==> config.mk <==
export PLATFORM = sky130hd
export DESIGN_NAME = flow_led_ctrl
export DESIGN_NICKNAME = d
export VERILOG_FILES = /design/src/rtl/flow_led_pkg.sv /design/src/rtl/flow_led_tick.sv /design/src/rtl/flow_led_ctrl.sv
export SDC_FILE = /design/constraint.sdc
export NUM_CORES = 1
export LEC_CHECK = 0
export ABC_AREA = 1
export ABC_CLOCK_PERIOD_IN_PS = 1800
export CAP_MARGIN = 20
export CORE_MARGIN = 3
export CORE_UTILIZATION = 26
export CTS_BUF_LIST = sky130_fd_sc_hd__clkbuf_8
export DETAILED_ROUTE_END_ITERATION = 10
export PLACE_DENSITY_LB_ADDON = 0.1
export SYNTH_ARGS = -nofsm -noshare
export SYNTH_HDL_FRONTEND = slang
export SYNTH_HIERARCHICAL = 1
export SYNTH_SLANG_ARGS = --single-unit
==> constraint.sdc <==
create_clock -name sys_clk -period 1.8 [get_ports sys_clk]
set_input_delay 0.18 -clock sys_clk [delete_from_list [all_inputs] [get_ports sys_clk]]
set_output_delay 0.18 -clock sys_clk [all_outputs]
set_load 0.005 [all_outputs]
==> src/rtl/flow_led_pkg.sv <==
// Shared widths, reset pattern and helpers for the four-LED running light.
package flow_led_pkg;

  localparam int LED_W = 4;
  localparam int CNT_W = 24;

  typedef logic [LED_W-1:0] led_t;

  localparam led_t LED_INIT = 4'b0001;

  function automatic led_t led_rotl(input led_t pat);
    return {pat[LED_W-2:0], pat[LED_W-1]};
  endfunction

endpackage

==> src/rtl/flow_led_tick.sv <==
// Free-running prescaler: counts 0..CNT_MAX and emits a registered one-cycle
// step tick in the cycle after the count reaches CNT_MAX.
module flow_led_tick
  import flow_led_pkg::*;
#(
  parameter logic [CNT_W-1:0] CNT_MAX = 24'd24_999_999
) (
  input  logic             sys_clk,
  input  logic             sys_rst_n,
  output logic [CNT_W-1:0] cnt_o,
  output logic             cnt_flag_o
);

  logic [CNT_W-1:0] cnt_q, cnt_d;
  logic             cnt_flag_q, cnt_flag_d;
  logic             at_max;

  assign at_max = (cnt_q == CNT_MAX);

  always_comb begin
    cnt_d      = cnt_q + CNT_W'(1);
    cnt_flag_d = at_max;
    if (at_max) begin
      cnt_d = '0;
    end
  end

  always_ff @(posedge sys_clk or negedge sys_rst_n) begin
    if (!sys_rst_n) begin
      cnt_q      <= '0;
      cnt_flag_q <= 1'b0;
    end else begin
      cnt_q      <= cnt_d;
      cnt_flag_q <= cnt_flag_d;
    end
  end

  assign cnt_o      = cnt_q;
  assign cnt_flag_o = cnt_flag_q;

endmodule

==> src/rtl/flow_led_ctrl.sv <==
// Four-LED running light: one-hot pattern rotates left on every prescaler tick.
// Define FLOW_LED_ACTIVE_LOW_EN for boards whose LEDs are tied to VCC.
module flow_led_ctrl
  import flow_led_pkg::*;
#(
  parameter logic [CNT_W-1:0] CNT_MAX = 24'd24_999_999
) (
  input  logic             sys_clk,
  input  logic             sys_rst_n,
  output logic [LED_W-1:0] led
);

  logic [CNT_W-1:0] tick_cnt;
  logic             tick_flag;
  led_t             led_r_q, led_r_d;
  led_t             led_q, led_d;
  led_t             led_rst;

  flow_led_tick #(
    .CNT_MAX (CNT_MAX)
  ) u_tick (
    .sys_clk    (sys_clk),
    .sys_rst_n  (sys_rst_n),
    .cnt_o      (tick_cnt),
    .cnt_flag_o (tick_flag)
  );

  always_comb begin
    led_r_d = led_r_q;
    if (tick_flag) begin
      led_r_d = led_rotl(led_r_q);
    end
  end

  // The pin register loads the same next pattern as led_r, so the pins
  // come straight from flops with no decode between flop and pad.
`ifdef FLOW_LED_ACTIVE_LOW_EN
  assign led_d   = ~led_r_d;
  assign led_rst = ~LED_INIT;
`else
  assign led_d   = led_r_d;
  assign led_rst = LED_INIT;
`endif

  always_ff @(posedge sys_clk or negedge sys_rst_n) begin
    if (!sys_rst_n) begin
      led_r_q <= LED_INIT;
      led_q   <= led_rst;
    end else begin
      led_r_q <= led_r_d;
      led_q   <= led_d;
    end
  end

  assign led = led_q;

endmodule

; After elaboration in Yosys (flattened, before gate mapping)
; Cells that the tools add are included.
[word_totals]
ff_bits = 29
inputBits = 2
output_inout_bits = 4
wordCells = 6
[classes]
n_addsub = 1
eq_ne = 1
muxes = 1
[op_table]
columns = op, n
row1 = "24-bit by 1-bit adder with 24-bit output, second input constant", 1
row2 = "24-bit by 23-bit equality test with 1-bit output, second input constant", 1
row3 = 24-bit 2-to-1 mux, 1

; Depth between registers and ports, before layout
[logic_depth]
depth_word = 2
ltp_mapped = 9

; Cells and area by module
; The synthesis kept the hierarchy.
[by_module_without_submodules]
columns = module, instances, cells_per_inst, area_each_um2
row1 = flow_led_tick, 1, 196, 1443.9
row2 = flow_led_ctrl, 1, 17, 150.1

; Worst setup path after synthesis
; Ideal clock, no wire load.
[synth_path]
kind = flip-flop to flip-flop
start = register u_tick.cnt_q[0], in the netlist u_tick/cnt_o[0]
end = register u_tick.cnt_q[20], in the netlist u_tick/cnt_o[20]
setup_time_ns = 0.119
t_arrival_ns = 1.209
t_required_ns = 1.681
path_slack_ns = 0.472
stages_incl_launch_ff = 10
n_path_buf = 1
period_less_slack_ns = 1.328
cell_sequence = dfrtp_1 ha_1 nand2_2 nor2_4 nand2_2 nor2_1 nand3_2 buf_6 nand2_1 nor2_1
[synth_via]
elab_chain_len = 2
elab_cells_between_ends = 3
classes_between = 1 x add/sub / 1 x eq/ne / 1 x mux
[synth_lines]
columns = item, line
row1 = "start, declared", flow_led_tick.sv:14  ; logic [CNT_W-1:0] cnt_q, cnt_d;
row2 = "start signal, assigned", flow_led_tick.sv:33  ; cnt_q <= cnt_d;
row3 = 24-bit by 1-bit adder with 24-bit output or 24-bit by 23-bit equality test with 1-bit output (tied branches), "flow_led_tick.sv:21, flow_led_tick.sv:18"
row4 = 24-bit 2-to-1 mux *, flow_led_tick.sv:23  ; if (at_max) begin
row5 = named net u_tick.cnt_d[20], flow_led_tick.sv:14
; The timed path passes the listed nets; every way through them passes the cells marked *.
; A chain may end at the register's enable or synchronous reset.

; Worst setup path in the final report
; Ends and elaborated chain as after synthesis.

==> results_tabular.tex <==
\begin{tabular}{lr}
\hline
Metric & Value \\
\hline
\multicolumn{2}{l}{\textbf{Outcome}} \\
\quad Result of the run & completed \\
\multicolumn{2}{l}{\textbf{Timing}} \\
\quad Final cycle utilization of the critical path & 87.1\% \\
\quad Least-Margin Pin Slew & 388 ps \\
\quad Worst clock skew & 2.38 ps \\
\quad Final setup violation count & 0 \\
\quad Max-Slew Margin vs Limit & 74.1\% \\
\quad Clock period minus worst slack & 1570 ps \\
\quad Number of hold violations in the final report & 0 \\
\quad Final Slew Violations & 0 \\
\quad Max Clock Freq & 0.638 GHz \\
\quad Setup repair after global routing missed its margin & no \\
\quad Fin Setup TNS & 0 ps \\
\multicolumn{2}{l}{\textbf{Floorplanning}} \\
\quad Effective utilization at floorplan & 27.9\% \\
\quad Die footprint & 7110 µm² \\
\quad Row count & 27 \\
\quad Horiz. Die Dim & 84.3 µm \\
\quad Core outline area & 5710 µm² \\
\quad Chip Height & 84.3 µm \\
\quad I/O Pins & 6 \\
\multicolumn{2}{l}{\textbf{Routing}} \\
\quad Detailed-router iteration count before antenna repair & 4 \\
\quad Post-route ant nets & 0 \\
\quad Wire length per cell after detailed routing & 11.1 µm \\
\quad Initial DRC Count & 49 \\
\quad Uppermost layer routed & met4 \\
\quad Routed wire length on met3 & 82 µm \\
\quad Post-route DRC & 0 \\
\quad Final Routed Wirelength & 3320 µm \\
\quad Post-detailed-route via-to-cell ratio & 4.22 \\
\quad M1 wire length & 1840 µm \\
\quad Met2 wirelength from detailed routing & 1360 µm \\
\quad Total via count after detailed routing & 1261 \\
\multicolumn{2}{l}{\textbf{Placed design}} \\
\quad Routability congestion estimate from global placement & 0.758 \\
\quad Cell area reported after detailed placement & 1740 µm² \\
\quad Number of port buffers & 5 \\
\quad Detailed-placement wirelength estimate & 2520 µm \\
\multicolumn{2}{l}{\textbf{Finish}} \\
\quad Net count, final & 229 \\
\quad Highest-count cells in the layout ignoring fill and taps & nand2\_1 (62), nor2\_1 (37), inv\_1 (34), dfrtp\_1 (28), nand3\_1 (10) \\
\quad Synthesis-to-finish area growth & 14.0\% \\
\quad Reg area & 727 µm² \\
\quad Post-route standard cell area excluding fillers & 1820 µm² \\
\quad Share of cells above drive strength 1 & 10.1\% \\
\quad Number of inserted diodes & 0 \\
\quad Number of filler cells placed in the layout & 621 \\
\quad Multi-input logic area & 728 µm² \\
\quad Commonest non-fill, non-tap cell in the layout & nand2\_1 \\
\multicolumn{2}{l}{\textbf{Yosys}} \\
\quad Leading area contributor after synthesis & dfrtp\_1 \\
\quad Post-synthesis area per instance & 7.48 µm² \\
\quad Mapped Cells & 213 \\
\quad Mapped Nets & 216 \\
\quad Warnings, synthesis & 6 \\
\quad Netlist cell types & 21 \\
\quad Proportion of synthesized chip area in sequential cells & 45.6\% \\
\quad Top post-synthesis cells by area & dfrtp\_1 (44\%), nand2\_1 (15\%), nor2\_1 (8.7\%) \\
\quad FF+latch count, synth & 29 \\
\quad Area share of the largest cell type after synthesis & 44.0\% \\
\quad Post-synthesis cell area & 1590 µm² \\
\multicolumn{2}{l}{\textbf{Critical path}} \\
\quad Crit path buf inv count & 0 \\
\quad Endpoint class of the critical path & register \\
\quad Critical path fanouts, max & 14 \\
\quad Critical Path AT & 1730 ps \\
\quad CP required & 1970 ps \\
\quad Kind of critical path & reg2reg \\
\quad Crit path max-delay family & simple AND/OR/NAND/NOR gates \\
\quad Critical Path, Cell by Cell & ha\_1, nand2\_2, nor2\_4, nand2\_2, nor2\_1, nand3\_2, nand2\_1, nor2\_1 \\
\quad Crit-path max cell delay & 350 ps \\
\quad Startpoint type of the worst setup path & register \\
\quad Worst path slowest cell & dfrtp\_1 \\
\multicolumn{2}{l}{\textbf{Clocking}} \\
\quad Root buffer cell & clkbuf\_8 \\
\quad Num CTS Buffers & 5 \\
\quad Number of sinks on the clock net & 29 \\
\quad Max clock buf depth & 2 \\
\quad Worst-skew pair later-pin latency & 270 ps \\
\quad Clock edge transition at the registers on the reported setup and hold paths & 60 ps \\
\quad CTS resizes & 0 \\
\quad Buffers inserted by post-CTS timing repair & 0 \\
\quad Maximum level of the CTS H-tree & 2 \\
\quad Cts hold-fix bufs & 0 \\
\quad TritonCTS clock tree & built \\
\multicolumn{2}{l}{\textbf{Pwr}} \\
\quad Power density relative to cell area & 637 nW/µm² \\
\quad IR drop worst, VDD & 0.390 mV \\
\quad Leakage & 0.000941 µW \\
\quad Total power after layout & 1160 µW \\
\multicolumn{2}{l}{\textbf{GRT}} \\
\quad Maximum number of pins on one net before global-route repair & 30 \\
\quad All-Layer GR Usage & 10.6\% \\
\quad Via count of the first global-routing pass & 1245 \\
\quad Initial antenna violation count & 0 \\
\quad Global-route wire length before repair & 6000 µm \\
\quad Gr ovfl total & 0 \\
\multicolumn{2}{l}{\textbf{Worst hold path}} \\
\quad Worst min path class & in2async \\
\multicolumn{2}{l}{\textbf{Flow run}} \\
\quad Number of violations of the max-capacitance limit & 0 \\
\hline
\end{tabular}
[metal layers]
layer | GRT usage (%) | up-vias
met5 | 0 | -
met3 | 2.65 | 4
met2 | 14.6 | 12
met1 | 15.8 | 575
met4 | 3.95 | 0
li1 | - | 670
[path summary, 6_finish.rpt]
path | depth (start not counted) | to | from | slack (ps)
max | 8 | u_tick/cnt_o[20] | u_tick/cnt_o[0] | 230
min | 2 | led_r_q[1] | sys_rst_n | 290
max reg2reg | 8 | u_tick/cnt_o[20] | u_tick/cnt_o[0] | 230
max in group asynchronous | 2 | led_r_q[0] | sys_rst_n | 1190
min in group sys_clk | 2 | led_r_q[0] | led_r_q[0] | 480
min reg2reg | 2 | led_r_q[0] | led_r_q[0] | 480
[layout make-up]
cell class | instances | area share, %
multi-input combinational | 149 | 40.1
sequential | 29 | 40.0
inverter | 34 | 7.02
tap | 72 | 4.96
clock buffer | 5 | 3.79
timing repair buffer | 7 | 3.58
clock inverter | 3 | 0.619
[stage by stage]
stage	setup WS (ps)	util [%]	hold slack (ps)	std cells
2_1_floorplan	472	-	-116	213
3_3_place_gp	287	30.4	467	291
3_5_place_dp	212	30.4	473	291
4_1_cts	202	31.8	309	299
5_1_grt	21.0	31.8	339	299
6_report	232	31.8	293	299
[sequential cells by signal, indices dropped and copies added (netlist names)]
register and cells:
u_tick/cnt_o 24, u_tick/cnt_flag_o 1, led_r_q 4
[cells in the mapped netlist]
master and n:
nor2_1 37, nand3b_1 2, o21ai_0 2, nor2_2 1, inv_2 3, nand3_2 2
nand2_2 4, nor3_1 1, o31ai_1 1, nand2_1 62, xnor2_1 2, dfstp_2 1
ha_1 1, dfrtp_1 28, nand3_1 10, inv_1 31, xor2_1 8, buf_6 1
nand4_1 5, a21oi_1 6, nor2_4 5
[report_power, final]
part	switching [µW]	total, µW	internal [µW]	leakage [µW]
clock network	233	489	257	0.0000519
registers	0	652	652	0.000387
logic	13.0	16.3	3.31	0.000501
total	246	1160	912	0.000941
[kinds of logic after synthesis]
| family | synth area share [%] |
|---|---|
| XOR/XNOR | 5.49 |
| adder cells (fa/ha/maj) | 0.785 |
| AO/OA/AOI/OAI | 2.98 |
| buffers and inverters | 8.71 |
| AND/OR/NAND/NOR | 36.4 |
| flip-flops | 45.6 |
(Power assumes the default switching activity.)
